$ cat config.mk
export PLATFORM = sky130hd
export DESIGN_NAME = text_writer
export DESIGN_NICKNAME = d
export VERILOG_FILES = /design/src/rtl/text_writer.sv
export SDC_FILE = /design/constraint.sdc
export NUM_CORES = 1
export LEC_CHECK = 0
export CELL_PAD_IN_SITES_DETAIL_PLACEMENT = 2
export CELL_PAD_IN_SITES_GLOBAL_PLACEMENT = 2
export CORE_MARGIN = 2
export CORE_UTILIZATION = 37
export DETAILED_ROUTE_END_ITERATION = 12
export PLACE_DENSITY_LB_ADDON = 0.1
export SYNTH_ARGS = -nofsm -noshare
export SYNTH_HDL_FRONTEND = slang
export SYNTH_SLANG_ARGS = --single-unit
$ cat constraint.sdc
create_clock -name clk -period 6.3 [get_ports clk]
set_input_delay 0.63 -clock clk [delete_from_list [all_inputs] [get_ports clk]]
set_output_delay 0.63 -clock clk [all_outputs]
set_load 0.02 [all_outputs]
$ cat src/rtl/text_writer.sv
// text_writer: turns a stream of Unicode characters into tram writes for textmode.
// It handles cursor advance, CR/LF/BS, auto-wrap, hardware scroll (by moving
// scroll_offs) and screen clear.
//
// Optional feature macro: TEXT_WRITER_TAB_EN
//   defined   : 0x09 moves cur_x to the next multiple of 8 (newline if past the row)
//   undefined : 0x09 is an ordinary printable character
//
// Ports:
//   clk, rst               clock, asynchronous active-high reset
//   text_hres, text_vres   text geometry in characters (static while not busy)
//   in_valid/in_ready      character handshake
//   in_ucp                 character code point
//   in_colr_fg/bg          colour indices for the character (latched for scroll/clear fill)
//   clear                  clear-screen request pulse
//   tram_we/addr/din       tram write port, word = {bg, fg, 0..., ucp}
//   scroll_offs            tram address of the top-left visible character
//   cur_x, cur_y           cursor position
//   busy                   scroll or clear in progress
module text_writer #(
    parameter int unsigned ADDRW      = 11,
    parameter int unsigned CIDXW      = 4,
    parameter int unsigned TRAM_DEPTH = 2016,
    parameter int unsigned UCPW       = 21,
    parameter int unsigned WORD       = 32
) (
    input  logic             clk,
    input  logic             rst,
    input  logic [ADDRW-1:0] text_hres,
    input  logic [ADDRW-1:0] text_vres,
    input  logic             in_valid,
    output logic             in_ready,
    input  logic [UCPW-1:0]  in_ucp,
    input  logic [CIDXW-1:0] in_colr_fg,
    input  logic [CIDXW-1:0] in_colr_bg,
    input  logic             clear,
    output logic             tram_we,
    output logic [ADDRW-1:0] tram_addr,
    output logic [WORD-1:0]  tram_din,
    output logic [ADDRW-1:0] scroll_offs,
    output logic [ADDRW-1:0] cur_x,
    output logic [ADDRW-1:0] cur_y,
    output logic             busy
);

    typedef enum logic [1:0] {IDLE, SCROLL, CLEAR} state_t;

    localparam logic [ADDRW:0]    DEPTH_W = (ADDRW+1)'(TRAM_DEPTH);
    localparam logic [ADDRW-1:0]  ONE     = ADDRW'(1);
    localparam logic [UCPW-1:0]   CH_LF   = UCPW'('h0A);
    localparam logic [UCPW-1:0]   CH_CR   = UCPW'('h0D);
    localparam logic [UCPW-1:0]   CH_BS   = UCPW'('h08);
    localparam logic [UCPW-1:0]   CH_SP   = UCPW'('h20);

    // Modular add for operands already below TRAM_DEPTH; one conditional subtract.
    function automatic logic [ADDRW-1:0] wrap_add(input logic [ADDRW-1:0] a,
                                                  input logic [ADDRW-1:0] b);
        logic [ADDRW:0] s;
        s = {1'b0, a} + {1'b0, b};
        if (s >= DEPTH_W) s = s - DEPTH_W;
        return s[ADDRW-1:0];
    endfunction

    function automatic logic [WORD-1:0] make_word(input logic [CIDXW-1:0] bg,
                                                  input logic [CIDXW-1:0] fg,
                                                  input logic [UCPW-1:0]  ucp);
        logic [WORD-1:0] w;
        w = '0;
        w[WORD-1 -: CIDXW]       = bg;
        w[WORD-CIDXW-1 -: CIDXW] = fg;
        w[UCPW-1:0]              = ucp;
        return w;
    endfunction

    state_t           state, state_nxt;
    logic             clear_pend, pend_n;
    logic [ADDRW-1:0] line_base, lb_n;
    logic [ADDRW-1:0] fill_addr, fill_addr_n;
    logic [ADDRW-1:0] col, col_n, row, row_n;
    logic [CIDXW-1:0] fill_fg, fill_fg_n, fill_bg, fill_bg_n;
    logic [ADDRW-1:0] so_n, x_n, y_n;
    logic             we_n;
    logic [ADDRW-1:0] addr_n;
    logic [WORD-1:0]  din_n;
    logic             busy_n, ready_n;

    logic [ADDRW-1:0] hres_m1, vres_m1, lb_next, cell_addr;
    logic is_lf, is_cr, is_bs, is_tab, is_print, tab_wrap;
    logic at_eol, last_row, newline, accept, go_scroll, col_last, row_last;

    assign hres_m1   = text_hres - ONE;
    assign vres_m1   = text_vres - ONE;
    assign lb_next   = wrap_add(line_base, text_hres);
    assign cell_addr = wrap_add(line_base, cur_x);

    assign is_lf = (in_ucp == CH_LF);
    assign is_cr = (in_ucp == CH_CR);
    assign is_bs = (in_ucp == CH_BS);
`ifdef TEXT_WRITER_TAB_EN
    localparam logic [UCPW-1:0] CH_TAB = UCPW'('h09);
    logic [ADDRW:0] tab_x;
    assign is_tab   = (in_ucp == CH_TAB);
    assign tab_x    = ({1'b0, cur_x} | (ADDRW+1)'(7)) + (ADDRW+1)'(1);
    assign tab_wrap = (tab_x >= {1'b0, text_hres});
`else
    assign is_tab   = 1'b0;
    assign tab_wrap = 1'b0;
`endif
    assign is_print  = !(is_lf || is_cr || is_bs || is_tab);
    assign at_eol    = (cur_x == hres_m1);
    assign last_row  = !(cur_y < vres_m1);
    assign newline   = is_lf || (is_print && at_eol) || (is_tab && tab_wrap);
    // in_ready already implies IDLE with no pending clear; a same-cycle clear wins.
    assign accept    = in_valid && in_ready && !clear;
    assign go_scroll = accept && newline && last_row;
    assign col_last  = (col == hres_m1);
    assign row_last  = (row == vres_m1);

    // State register
    always_ff @(posedge clk or posedge rst) begin
        if (rst) state <= IDLE;
        else     state <= state_nxt;
    end

    // Next-state logic
    always_comb begin
        state_nxt = state;
        case (state)
            IDLE:    if (clear || clear_pend) state_nxt = CLEAR;
                     else if (go_scroll)      state_nxt = SCROLL;
            SCROLL:  if (col_last)            state_nxt = IDLE;
            CLEAR:   if (col_last && row_last) state_nxt = IDLE;
            default:                          state_nxt = IDLE;
        endcase
    end

    // Output / datapath next values. Fill writes are registered, so they trail
    // the SCROLL/CLEAR state by one cycle; a wrapping printable thus writes its
    // own cell before the first blank of the scroll.
    always_comb begin
        we_n        = 1'b0;
        addr_n      = tram_addr;
        din_n       = tram_din;
        so_n        = scroll_offs;
        lb_n        = line_base;
        x_n         = cur_x;
        y_n         = cur_y;
        fill_addr_n = fill_addr;
        col_n       = col;
        row_n       = row;
        fill_fg_n   = fill_fg;
        fill_bg_n   = fill_bg;
        pend_n      = clear_pend;
        case (state)
            IDLE: begin
                if (clear || clear_pend) begin
                    // The request that starts this clear is consumed here, so a
                    // clear arriving while it runs is queued for another pass.
                    pend_n      = 1'b0;
                    fill_addr_n = scroll_offs;
                    col_n       = '0;
                    row_n       = '0;
                    fill_fg_n   = in_colr_fg;
                    fill_bg_n   = in_colr_bg;
                end else if (accept) begin
                    if (is_cr) begin
                        x_n = '0;
                    end else if (is_bs) begin
                        if (cur_x != '0) x_n = cur_x - ONE;
`ifdef TEXT_WRITER_TAB_EN
                    end else if (is_tab) begin
                        if (!tab_wrap) x_n = tab_x[ADDRW-1:0];
`endif
                    end else if (is_print) begin
                        we_n   = 1'b1;
                        addr_n = cell_addr;
                        din_n  = make_word(in_colr_bg, in_colr_fg, in_ucp);
                        if (!at_eol) x_n = cur_x + ONE;
                    end
                    if (newline) begin
                        x_n  = '0;
                        lb_n = lb_next;
                        if (!last_row) begin
                            y_n = cur_y + ONE;
                        end else begin
                            so_n        = wrap_add(scroll_offs, text_hres);
                            fill_addr_n = lb_next;
                            col_n       = '0;
                            fill_fg_n   = in_colr_fg;
                            fill_bg_n   = in_colr_bg;
                        end
                    end
                end
            end
            SCROLL, CLEAR: begin
                we_n        = 1'b1;
                addr_n      = fill_addr;
                din_n       = make_word(fill_bg, fill_fg, CH_SP);
                fill_addr_n = wrap_add(fill_addr, ONE);
                pend_n      = clear_pend || clear;
                if (!col_last) begin
                    col_n = col + ONE;
                end else begin
                    col_n = '0;
                    if (state == CLEAR) begin
                        row_n = row + ONE;
                        if (row_last) begin
                            x_n  = '0;
                            y_n  = '0;
                            lb_n = scroll_offs;
                        end
                    end
                end
            end
            default: ;
        endcase
    end

    assign busy_n  = (state_nxt != IDLE);
    assign ready_n = (state_nxt == IDLE) && !pend_n;

    always_ff @(posedge clk or posedge rst) begin
        if (rst) begin
            tram_we     <= 1'b0;
            tram_addr   <= '0;
            tram_din    <= '0;
            scroll_offs <= '0;
            line_base   <= '0;
            cur_x       <= '0;
            cur_y       <= '0;
            fill_addr   <= '0;
            col         <= '0;
            row         <= '0;
            fill_fg     <= '0;
            fill_bg     <= '0;
            clear_pend  <= 1'b0;
            busy        <= 1'b0;
            in_ready    <= 1'b0;
        end else begin
            tram_we     <= we_n;
            tram_addr   <= addr_n;
            tram_din    <= din_n;
            scroll_offs <= so_n;
            line_base   <= lb_n;
            cur_x       <= x_n;
            cur_y       <= y_n;
            fill_addr   <= fill_addr_n;
            col         <= col_n;
            row         <= row_n;
            fill_fg     <= fill_fg_n;
            fill_bg     <= fill_bg_n;
            clear_pend  <= pend_n;
            busy        <= busy_n;
            in_ready    <= ready_n;
        end
    end

endmodule

Word-level counts from Yosys, hierarchy flattened --
Index checks and enable logic that the tools add are counted.
Word-level totals: register bits 134, bits of input ports 55, output and inout port bits 79, logic and storage cells 171
Operators by class: add/subtract/negate cells 15, order comparisons 5, eq/ne operators 26, muxes and demuxes 76, bitwise operators 2, reductions and logical operators 31
Operators with widths (number):
- 11-bit 2-to-1 mux | 42
- 32-bit 2-to-1 mux | 5
- 11-bit case mux with 2 select lines | 7
- 32-bit case mux with 2 select lines | 1
- 21-bit by 4-bit equality test with 1-bit output, second input constant | 3
- 12-bit by 11-bit >= comparator with 1-bit output, second input constant | 4
- 11-bit by 1-bit adder with 11-bit output, second input constant | 4
- 11-bit subtractor, second input constant | 4
- 11-bit by 11-bit adder with 12-bit output | 3
- 11-bit equality test | 3
- 11-bit by 1-bit subtractor with 11-bit output, second input constant | 3
- 4-bit 2-to-1 mux | 8
- 2-bit inequality test, second input constant | 11
- 5-bit inequality test, second input constant | 3
- 11-bit by 1-bit adder with 12-bit output, second input constant | 1
- 4-bit AND reduction | 3
- 11-bit less-than comparator | 1
- 11-bit nonzero test | 1
- 3-bit inequality test, second input constant | 3
- 9-bit AND reduction | 1
- 2-bit 2-to-1 mux | 4
- 8-bit AND reduction | 1
- 2-bit nonzero test | 4
- 1-bit logical AND | 7
- 14 further kinds | 28

Longest topological paths before layout --
Gate-level depths: netlist (run 1).
depth after elaboration 13, gate-level depth with buffers 18, gate-level depth less buffers 15

Worst setup path before layout (run 1) --
OpenSTA, ideal clock, no wires.
kind in2reg, start in in_ucp[4], end reg cur_x[10], arrival 4430 ps, data required time 6220 ps, slack 1791 ps, stages on the path 16, buffers on the path 1, cell sequence or4b_2 > nor3_1 > nand4_1 > or3_1 > clkbuf_1 > inv_1 > ha_1 > a21o_1 > a21oi_1 > o21bai_1 > a21oi_1 > o21ai_0 > or4_1 > and3_1 > or3_1 > mux2i_1
Between the ends: cells in the longest elaborated chain, start to end 10, elaborated cells on any way between the ends 18, classes of those cells 6 x eq/ne; 6 x mux; 6 x reduce/logical
Ends and longest elaborated chain:
- from (decl) | RTL line 33 | input logic [UCPW-1:0] in_ucp,
- 21-bit by 4-bit equality test with 1-bit output, on equally long branches | RTL line 96, 97
- 1-bit logical OR (2 in a row) | RTL line 109 | assign is_print = !(is_lf || is_cr || is_bs || is_tab);
- 1-bit logical NOT | RTL line 109
- 1-bit logical AND | RTL line 112 | assign newline = is_lf || (is_print && at_eol) || (is_tab && tab_wrap);
- 1-bit logical OR | RTL line 112
- 11-bit 2-to-1 mux | RTL line 180 | if (newline) begin
- 11-bit 2-to-1 mux | RTL line 165 | end else if (accept) begin
- 11-bit 2-to-1 mux | RTL line 156 | if (clear || clear_pend) begin
- 11-bit case mux with 2 select lines | RTL line 154 | case (state)
- to (signal assigned) | RTL line 245 | cur_x <= x_n;
- to (decl) | RTL line 41 | output logic [ADDRW-1:0] cur_x,
Parallel ways exist; a longest one is shown, timed or not. The select of a mux whose other input is x is not followed. A chain may end at the register's enable or synchronous reset.

Final worst setup path (run 1) --
start in text_hres[1], end reg fill_addr[8]
Between the ends: cells in the longest elaborated chain, start to end 8, elaborated cells on any way between the ends 15, classes of those cells 3 x add/sub; 1 x order compare; 2 x eq/ne; 6 x mux; 3 x reduce/logical
Ends and longest elaborated chain:
- from (decl) | RTL line 29 | input logic [ADDRW-1:0] text_hres,
- 11-bit by 11-bit adder with 12-bit output | RTL line 59 | s = {1'b0, a} + {1'b0, b};
- 11-bit subtractor or 12-bit by 11-bit >= comparator with 1-bit output (tied branches) | RTL line 60 | if (s >= DEPTH_W) s = s - DEPTH_W;
- 11-bit 2-to-1 mux | RTL line 60
- 11-bit 2-to-1 mux | RTL line 183 | if (!last_row) begin
- 11-bit 2-to-1 mux | RTL line 180
- 11-bit 2-to-1 mux | RTL line 165
- 11-bit 2-to-1 mux | RTL line 156
- 11-bit case mux with 2 select lines | RTL line 154
- to (signal assigned) | RTL line 247 | fill_addr <= fill_addr_n;
- to (decl) | RTL line 78 | logic [ADDRW-1:0] fill_addr, fill_addr_n;
Parallel ways exist; a longest one is shown, timed or not. The select of a mux whose other input is x is not followed.

==> summary.md, run 1 <==
| Metric | Value |
|---|---|
| CTS Sinks | between 100 and 150 |
| Dpl hpwl | 29,690 um |
| Crit path required time | 6590 ps |
| Root buffer cell | clkbuf_16 |
| Post-Syn Area | 10,390 um^2 |
| DR pass1 iterations | 5 |
| Slew Limit Headroom | between 10% and 20% |
| Worst r2r src | scroll_offs[0] |
| Max frequency | between 0.15 and 0.2 GHz |
| Share of cells above drive strength 1 | 7.301% |
| Peak supply drop | 231.8 uV |
| Worst reg2reg path depth | 12 |
| CTS tree | built |
| Cts repair resizes | 0 |
| Synth warn | 0 |
| Top cell type by total area after synthesis | dfrtp_1 |
| Setup Crit Path Kind | in -> reg |
| Total grt overflow | 0 |
| RD Place Congestion | 0.8807 |
| Std-Cell Rows | 61 |
| Fill cells | 3,090 |
| Clk slew on worst S/H paths | 60 ps |
| Largest net degree at the start of global routing | 83 |
| Final WS setup | 1087 ps |
| CTS Buf Count | 17 |
| FFs w/ async S/R, synth | 100.0% |
| Slew Viols, Final | 0 |
| Reg-to-reg endpoint | scroll_offs[7] |
| Initial Utilization | 37.50% |
| Area of the multi-input gates | 6754 um^2 |
| Post-synth EDFFs | 0 |
| Flop and latch count out of synthesis | 131 |
| Post-synth cell types | 85 |
| Crit path launch type | input pin |
| Static Leak | 0.005380 uW |
| Setup Skew | 12.13 ps |
| Endpoint class of the critical path | register |
| Worst-Skew Late Latency | 440 ps |
| First-pass GRT wire length | approximately 63,000 um |
| Routed length per placed instance | 23.09 um |
| Critical path startpoint | text_hres[1] |
| Post-layout util | 46.07% |
| CP arrival | 5510 ps |
| DRC viols | 0 |
| Max-cap violations | 0 |
| RSZ-0062 raised after global routing | no |
| Mapped Cells | 1,230 |
| Place WS | 710.2 ps |
| DIE WIDTH | 171.6 um |
| Final Hold Viols | 0 |
| Final ANT Viol Nets | 0 |
| Register Area | 3278 um^2 |
| Antenna violations before repair | 0 |
| Initial DRC Count | 592 |
| Final net count | 1,470 |
| Hold buffers post-CTS | 0 |
| Top Ports | 134 |
| DIE HEIGHT | between 150 and 200 um |
| Crit path max fanout | 27 |
| DR vias/cell | 5.887 |
| Setup TNS | 0 ps |
| PD cells | 418.2 nW/um^2 |
| Final setup viols | 0 |
| Most frequent cell after synthesis | nand2_1 |
| Post-CTS Repair Setup Buffers | 0 |
| Dominant synthesized flop cell | dfrtp_1 |
| Core Area | ~28,000 um^2 |
| Vias in the first global route | 11,020 |
| Commonest cells in the netlist | 139 x nand2_1, 131 x dfrtp_1, 102 x nor2_1, 102 x o21ai_0, 67 x ha_1 |
| H-tree depth | 4 |
| N_diodes | 0 |
| Die Area | 29,430 um^2 |
| Port Buffers | 130 |
| Worst-Margin Slew | 1257 ps |
| Max Buffers Root-to-Sink | 2 |
| Ranking of synthesized cells by area | dfrtp_1 32%, ha_1 8.1%, nand2_1 5.0% |
| Area growth from synthesis to layout | 22.87% |
| Drt total wl | roughly 40,000 um |
| Total number of vias | about 10,000 |
| GRT Overall Usage | between 20% and 30% |
| Post-Layout Cell Count | 1,734 |
| Setup crit end | fill_addr[8] |
| Final period utilization | between 80% and 90% |
| Area share of the largest cell type after synthesis | 31.55% |
| Worst R2R Setup Slack | 2010 ps |
| Dpl cells | approximately 1,700 |
| Seq/Total Area, Yosys | 31.55% |
| Status | completed |
| Syn Area/Cell | 8.446 um^2 |
| Final min period | around 5200 ps |
| Worst hold path class | reg -> reg |
-- worst min path at each step --
| stage | cells past startpoint | startpoint | end |
|---|---|---|---|
| global route | 1 | fill_bg[1] | fill_bg[1] |
| detailed placement | 2 | tram_addr[5] | tram_addr[5] |
| CTS | 2 | tram_din[2] | tram_din[2] |
| floorplan | 1 | fill_bg[0] | fill_bg[0] |
| global placement | 2 | tram_din[0] | tram_din[0] |
| finish | 2 | tram_din[2] | tram_din[2] |
-- per-stage QoR --
stage	total power [uW]	hold slack (ps)	instance area, um^2
final	5339	480.2	12760
after global routing	5693	519.2	12760
after CTS	5365	489.5	12760
after detailed placement	4165	474.0	12100
after global placement	4035	460.9	12100
after floorplan	3086	479.2	10400
-- registers in the layout (all words and copies together) (netlist names) --
register / cells
tram_din: 29
col: 11
cur_x: 11
cur_y: 11
fill_addr: 11
line_base: 11
row: 11
scroll_offs: 11
tram_addr: 11
fill_bg: 4
fill_fg: 4
state: 2
busy: 1
clear_pend: 1
in_ready: 1
tram_we: 1
-- placed cells by master (no fill, tap or decap), drive strengths merged, types with 8 or more instances in the layout --
| cell | n |
|---|---|
| o21a | 9 |
| buf | 19 |
| or4 | 18 |
| xnor2 | 44 |
| a22o | 9 |
| nor3 | 27 |
| xor2 | 42 |
| nand2b | 18 |
| clkbuf | 23 |
| nand3 | 31 |
| o21ai | 104 |
| mux2 | 21 |
| nand2 | 139 |
| o211ai | 23 |
| a211oi | 16 |
| clkdlybuf4s50 | 130 |
| nor2b | 11 |
| mux2i | 22 |
| or3 | 9 |
| o31ai | 8 |
| nand4 | 26 |
| a31oi | 10 |
| a21o | 18 |
| inv | 39 |
| ha | 67 |
| nor4 | 18 |
| and3 | 21 |
| a21oi | 63 |
| dfrtp | 131 |
| nor2 | 103 |
| a2111oi | 8 |
| or2 | 13 |
-- cells by family after synthesis --
| family | Yosys count | synth area share [%] |
|---|---|---|
| DFF | 131 | 31.55 |
| adders and majority gates | 72 | 8.937 |
| muxes | 43 | 4.396 |
| buffers and inverters | 96 | 3.661 |
| xor gates and xnor gates | 88 | 7.696 |
| and+or+nand+nor | 464 | 22.50 |
| AOI/OAI and AO/OA | 335 | 21.22 |
| other | 1 | 0.03610 |
-- worst max-delay path: stages --
cell,delay (ps)
clkdlybuf4s50_1,560
inv_1,220
ha_1,260
or4b_2,700
o31ai_1,370
a21oi_1,140
nor4_1,320
nand4_1,280
a2111oi_2,710
o22ai_2,540
buf_4,340
a311oi_1,290
a2bb2oi_1,130
-- cell type report --
type,instances,area share [%]
Inverter,40,1.215
Sequential cell,131,25.68
Timing Repair Buffer,149,11.31
Tap cell,378,3.705
Clock inverter,8,1.353
Multi-Input combinational cell,1005,52.91
Clock buffer,23,3.823
-- per-layer routing --
layer,routed length [um],GRT usage [%]
met1,18210,36.37
met4,1080,9.690
met2,19350,47.42
met5,0,0
met3,1404,3.566
-- power breakdown --
part           switching (uW)  internal, uW  total (uW)
Combinational            1620          1100        2720
Clock                     405           744        1150
Sequential                354          1120        1470
(Power assumes the default switching activity.)
==> inputs of run 2 (changes only) <==
--- a/config.mk
+++ b/config.mk
@@ -8,7 +8,7 @@
 export CELL_PAD_IN_SITES_DETAIL_PLACEMENT = 2
 export CELL_PAD_IN_SITES_GLOBAL_PLACEMENT = 2
 export CORE_MARGIN = 2
-export CORE_UTILIZATION = 37
+export CORE_UTILIZATION = 34
 export DETAILED_ROUTE_END_ITERATION = 12
 export PLACE_DENSITY_LB_ADDON = 0.1
 export SYNTH_ARGS = -nofsm -noshare
==> constraint.sdc (replaced) <==
create_clock -name clk -period 5 [get_ports clk]
set_input_delay 0.5 -clock clk [delete_from_list [all_inputs] [get_ports clk]]
set_output_delay 0.5 -clock clk [all_outputs]
set_load 0.02 [all_outputs]
==> summary.md, run 2 (synthesis results as in run 1) <==
| Metric | Value |
|---|---|
| Port Buffers | 130 |
| Final min period | 4597 ps |
| Worst hold path class | reg -> reg |
| Static Leak | roughly 0.0056 uW |
| Net Sw Frac | 44.36% |
| Max reg flops | 29 |
| Routed length per placed instance | between 20 and 25 um |
| Setup Skew | 10.68 ps |
| Worst r2r src | cur_x[1] |
| First-pass GRT wire length | 63,640 um |
| RD Place Congestion | just under 0.9 |
| Slew Limit Headroom | 50.62% |
| Share of cells above drive strength 1 | 9.777% |
| Fin Hold WS | 482.2 ps |
| CTS Buf Count | 17 |
| DR pass1 iterations | 4 |
| Top Ports | ~130 |
| Max frequency | 0.2175 GHz |
| Root buffer cell | clkbuf_16 |
| Final period utilization | 91.94% |
| Biggest register | tram_din |
| Antenna violations before repair | 0 |
| Worst-Margin Slew | 722.0 ps |
| Total grt overflow | 0 |
| Most common cell after layout, fill and taps aside | nand2_1 |
| Final Hold Viols | 0 |
| Core Area | 30,350 um^2 |
| Worst R2R Setup Slack | 1100 ps |
| Final ANT Viol Nets | 0 |
| Crit path required time | around 5400 ps |
| DRC viols | 0 |
| DR vias/cell | 5.755 |
| GRT Overall Usage | 26.08% |
| Status | completed |
| Peak supply drop | 280.3 uV |
| Initial DRC Count | 466 |
| Final setup viols | 0 |
| Setup Crit Path Kind | in -> reg |
| Flop pwr share | 26.5% |
| CTS Sinks | between 100 and 150 |
| Switching pwr | about 3000 uW |
| Slew Viols, Final | 0 |
| P_int | ~3800 uW |
| CP arrival | 4970 ps |
| Drt total wl | 40,880 um |
| Crit path launch type | input pin |
| N_diodes | 0 |
| Crit path max fanout | 10 |
| PD cells | 522.0 nW/um^2 |
| Final net count | about 1,500 |
| Clk slew on worst S/H paths | 70 ps |
| H-tree depth | 4 |
| Critical path startpoint | in_ucp[4] |
| Area growth from synthesis to layout | 25.82% |
| Clock group share of total power | 22.1% |
| Worst-Skew Late Latency | around 450 ps |
| Dpl hpwl | 30,630 um |
| DIE WIDTH | 178.8 um |
| Total number of vias | 10,290 |
| Cts repair resizes | 0 |
| Die Area | 31,970 um^2 |
| Initial Utilization | approximately a third |
| Std-Cell Rows | 64 |
| Post-CTS Repair Setup Buffers | 0 |
| Max Buffers Root-to-Sink | 2 |
| Combinational share of power | approximately half |
| Setup crit end | cur_x[10] |
| Worst reg2reg path depth | 11 |
| RSZ-0062 raised after global routing | no |
| Vias in the first global route | between 10,000 and 15,000 |
| Max-cap violations | 0 |
| DIE HEIGHT | around 180 um |
| Setup TNS | 0 ps |
| CTS tree | built |
| Commonest cells after routing, fill and taps aside | 139 x nand2_1, 131 x dfrtp_1, 130 x clkdlybuf4s50_1, 102 x nor2_1, 102 x o21ai_0 |
| Worst hold path depth | 2 |
| Largest net degree at the start of global routing | between 60 and 70 |
| Endpoint class of the critical path | register |
| Reg-to-reg endpoint | tram_addr[9] |
| Hold buffers post-CTS | 0 |
## run 2: critical path, cell delays in order
cell and delay, ps:
clkdlybuf4s50_1 420, or4b_2 670, nor3_1 200, nand4_1 170, or3_1 500, inv_1 130
buf_4 190, ha_1 280, a21oi_1 220, o21bai_1 90, a21oi_1 240, o21ai_0 250
or4_1 430, and3_1 190, or3_1 320, mux2i_1 150
## run 2: worst min-delay path by stage
stage,from,to,slack [ps]
after floorplan,fill_bg[0],fill_bg[0],480
final,tram_din[28],tram_din[28],480
after global routing,tram_din[0],tram_din[0],510
after detailed placement,tram_din[10],tram_din[10],470
after CTS,tram_din[28],tram_din[28],490
after global placement,tram_din[13],tram_din[13],460
## run 2: power groups by stage
stage	Sequential, uW	Combinational [uW]	Clock [uW]
global route	1850	3890	1560
floorplan	1890	2000	0
detailed placement	1820	3500	0
finish	1810	3510	1510
global placement	1800	3380	0
CTS	1810	3540	1530
## run 2: per-layer routing
metal  GRT usage, %  vias up  routed length [um]
met5              0        -                   0
met4          8.266        0                 844
met3          2.905       44                1091
met2          45.72      175               20380
met1          33.43     5252               18570
li1               -     4814                   -
## run 2: stage by stage
step | total power (uW) | setup WS [ps] | instances | cell area [um^2] | util (%)
floorplan | 3889 | 620.6 | 1232 | 10400 | -
global placement | 5179 | 167.0 | 1755 | 12390 | 40.84
detailed placement | 5320 | 9.218 | 1755 | 12390 | 40.84
CTS | 6881 | 403.6 | 1787 | 13070 | 43.07
global route | 7303 | 133.1 | 1787 | 13070 | 43.07
finish | 6823 | 403.0 | 1787 | 13070 | 43.07
## run 2: final cells by class
type / instances / area, um^2
clock inverters: 15 / 251.5
multi-input cells: 1005 / 6754
fillers: 3404 / 17280
repair buffers: 183 / 1712
clock buffers: 17 / 425.4
flip-flops and latches: 131 / 3278
inverters: 40 / 155.1
well taps: 396 / 495.5
==> inputs of run 3 (changes only) <==
--- a/config.mk
+++ b/config.mk
@@ -7,8 +7,9 @@
 export LEC_CHECK = 0
 export CELL_PAD_IN_SITES_DETAIL_PLACEMENT = 2
 export CELL_PAD_IN_SITES_GLOBAL_PLACEMENT = 2
-export CORE_MARGIN = 2
+export CORE_ASPECT_RATIO = 0.9
 export CORE_UTILIZATION = 34
+export CTS_CLUSTER_DIAMETER = 40
 export DETAILED_ROUTE_END_ITERATION = 12
 export PLACE_DENSITY_LB_ADDON = 0.1
 export SYNTH_ARGS = -nofsm -noshare
==> summary.md, run 3 (synthesis results as in run 1) <==
| Metric | Value |
|---|---|
| Root buffer cell | clkbuf_16 |
| Crit path launch type | input pin |
| Clock group share of total power | between 20% and 30% |
| Setup TNS | 0 ps |
| Max Buffers Root-to-Sink | 2 |
| Worst r2r src | cur_x[0] |
| Largest net degree at the start of global routing | between 60 and 70 |
| Worst R2R Setup Slack | 1080 ps |
| Slew Limit Headroom | 54.07% |
| Post-CTS Repair Setup Buffers | 0 |
| DIE WIDTH | 186.3 um |
| Worst-Margin Slew | ~680 ps |
| Post-place instance area | ~12,000 um^2 |
| Status | completed |
| Max-cap violations | 0 |
| Setup Crit Path Kind | in -> reg |
| Endpoint class of the critical path | register |
| P_int | 3661 uW |
| CTS Sinks | ~130 |
| Worst-Skew Late Latency | between 400 and 500 ps |
| Vias in the first global route | 10,970 |
| Switching pwr | 3013 uW |
| CTS Buf Count | 17 |
| Final WS setup | roughly 460 ps |
| Post-layout util | 43.30% |
| Final Hold Viols | 0 |
| Static Leak | 0.005486 uW |
| Share of cells above drive strength 1 | 9.124% |
| GRT Overall Usage | 26.38% |
| Worst reg2reg path depth | 12 |
| Flop pwr share | a little over a quarter |
| Die Area | 31,260 um^2 |
| Worst hold path class | reg -> reg |
| Final net count | between 1,000 and 1,500 |
| Fin area | around 13,000 um^2 |
| Antenna violations before repair | 1 |
| DRC viols | 0 |
| Final ANT Viol Nets | 0 |
| DIE HEIGHT | 167.8 um |
| Slew Viols, Final | 0 |
| Top Ports | 134 |
| Dpl hpwl | roughly 30,000 um |
| Initial Utilization | 34.68% |
| Port Buffers | 130 |
| Setup Skew | between 10 and 15 ps |
| DR vias/cell | ~5.7 |
| H-tree depth | 4 |
| Post-Layout Cell Count | 1,784 |
| Core Area | 29,950 um^2 |
| Initial DRC Count | 560 |
| Combinational share of power | between 50% and 60% |
| Routed length per placed instance | 22.21 um |
| DR pass1 iterations | 4 |
| RSZ-0062 raised after global routing | no |
| Drt total wl | 39,630 um |
| Clk slew on worst S/H paths | around 60 ps |
| Final min period | ~4500 ps |
| Total number of vias | between 10,000 and 15,000 |
| Area growth from synthesis to layout | 24.86% |
| Cts repair resizes | 0 |
| Net Sw Frac | 45.15% |
| Hold buffers post-CTS | 0 |
| Final period utilization | between 90 and 100% |
| Reg-to-reg endpoint | tram_addr[7] |
| Dpl cells | 1,752 |
| RD Place Congestion | 0.9065 |
| Place WS | 90.84 ps |
| PD cells | 514.5 nW/um^2 |
| Biggest register | tram_din |
| CTS tree | built |
| Std-Cell Rows | 60 |
| N_diodes | 0 |
| Final setup viols | 0 |
| Max frequency | about 0.22 GHz |
| Critical path startpoint | in_ucp[4] |
| Crit path required time | 5350 ps |
| First-pass GRT wire length | about 63,000 um |
| CP arrival | 4890 ps |
| Peak supply drop | 337.3 uV |
| Total grt overflow | 0 |
| Crit path max fanout | 10 |
| Max reg flops | 29 |
| Setup crit end | cur_x[10] |
| Commonest cells after routing, fill and taps aside | 139 x nand2_1, 131 x dfrtp_1, 130 x clkdlybuf4s50_1, 102 x nor2_1, 102 x o21ai_0 |
| Most common cell after layout, fill and taps aside | nand2_1 |
-- run 3: worst min-delay path by stage --
stage / start / endpoint / slack, ps / depth (start not counted)
2_1_floorplan: fill_bg[0] / fill_bg[0] / 480 / 1
3_3_place_gp: tram_din[16] / tram_din[16] / 460 / 2
3_5_place_dp: tram_din[0] / tram_din[0] / 470 / 2
4_1_cts: tram_din[0] / tram_din[0] / 480 / 2
5_1_grt: tram_din[0] / tram_din[0] / 520 / 2
6_report: tram_din[0] / tram_din[0] / 480 / 2
-- run 3: power by group through the flow --
stage                     Clock [uW]  Sequential [uW]  Combinational, uW
after floorplan                    0             1890               2000
after global placement             0             1830               3320
after detailed placement           0             1840               3450
after CTS                       1420             1830               3490
after global routing            1450             1880               3830
final                           1380             1830               3460
-- run 3: area by class of cell --
cell class	count	area, um^2
inverters	40	155.1
repair buffers	173	1649
fillers	3351	16980
clock buffers	18	439.2
well taps	403	504.2
clock inverters	14	191.4
flip-flops and latches	131	3278
multi-input cells	1005	6754
-- run 3: metrics by stage --
stage / power, uW / hold slack (ps)
floorplan: 3889 / 479.2
global placement: 5150 / 462.3
detailed placement: 5299 / 469.3
CTS: 6736 / 484.7
global route: 7153 / 516.8
finish: 6674 / 479.1
-- run 3: layer usage --
| metal | global-route usage [%] | up-vias | share of wire [%] |
|---|---|---|---|
| met4 | 6.522 | 0 | 1.5 |
| met1 | 36.26 | 5185 | 47 |
| li1 | - | 4790 | - |
| met5 | 0 | - | 0 |
| met2 | 43.59 | 186 | 48 |
| met3 | 3.331 | 33 | 3.5 |
-- run 3: worst max-delay path, stage by stage --
cell and delay (ps):
clkdlybuf4s50_1 420, or4b_2 680, nor3_1 170, nand4_1 130, or3_1 460, inv_1 130, buf_4 200, ha_1 280
a21oi_1 240, o21bai_1 110, a21oi_1 240, o21ai_0 230, or4_1 430, and3_1 190, or3_1 320, mux2i_1 150
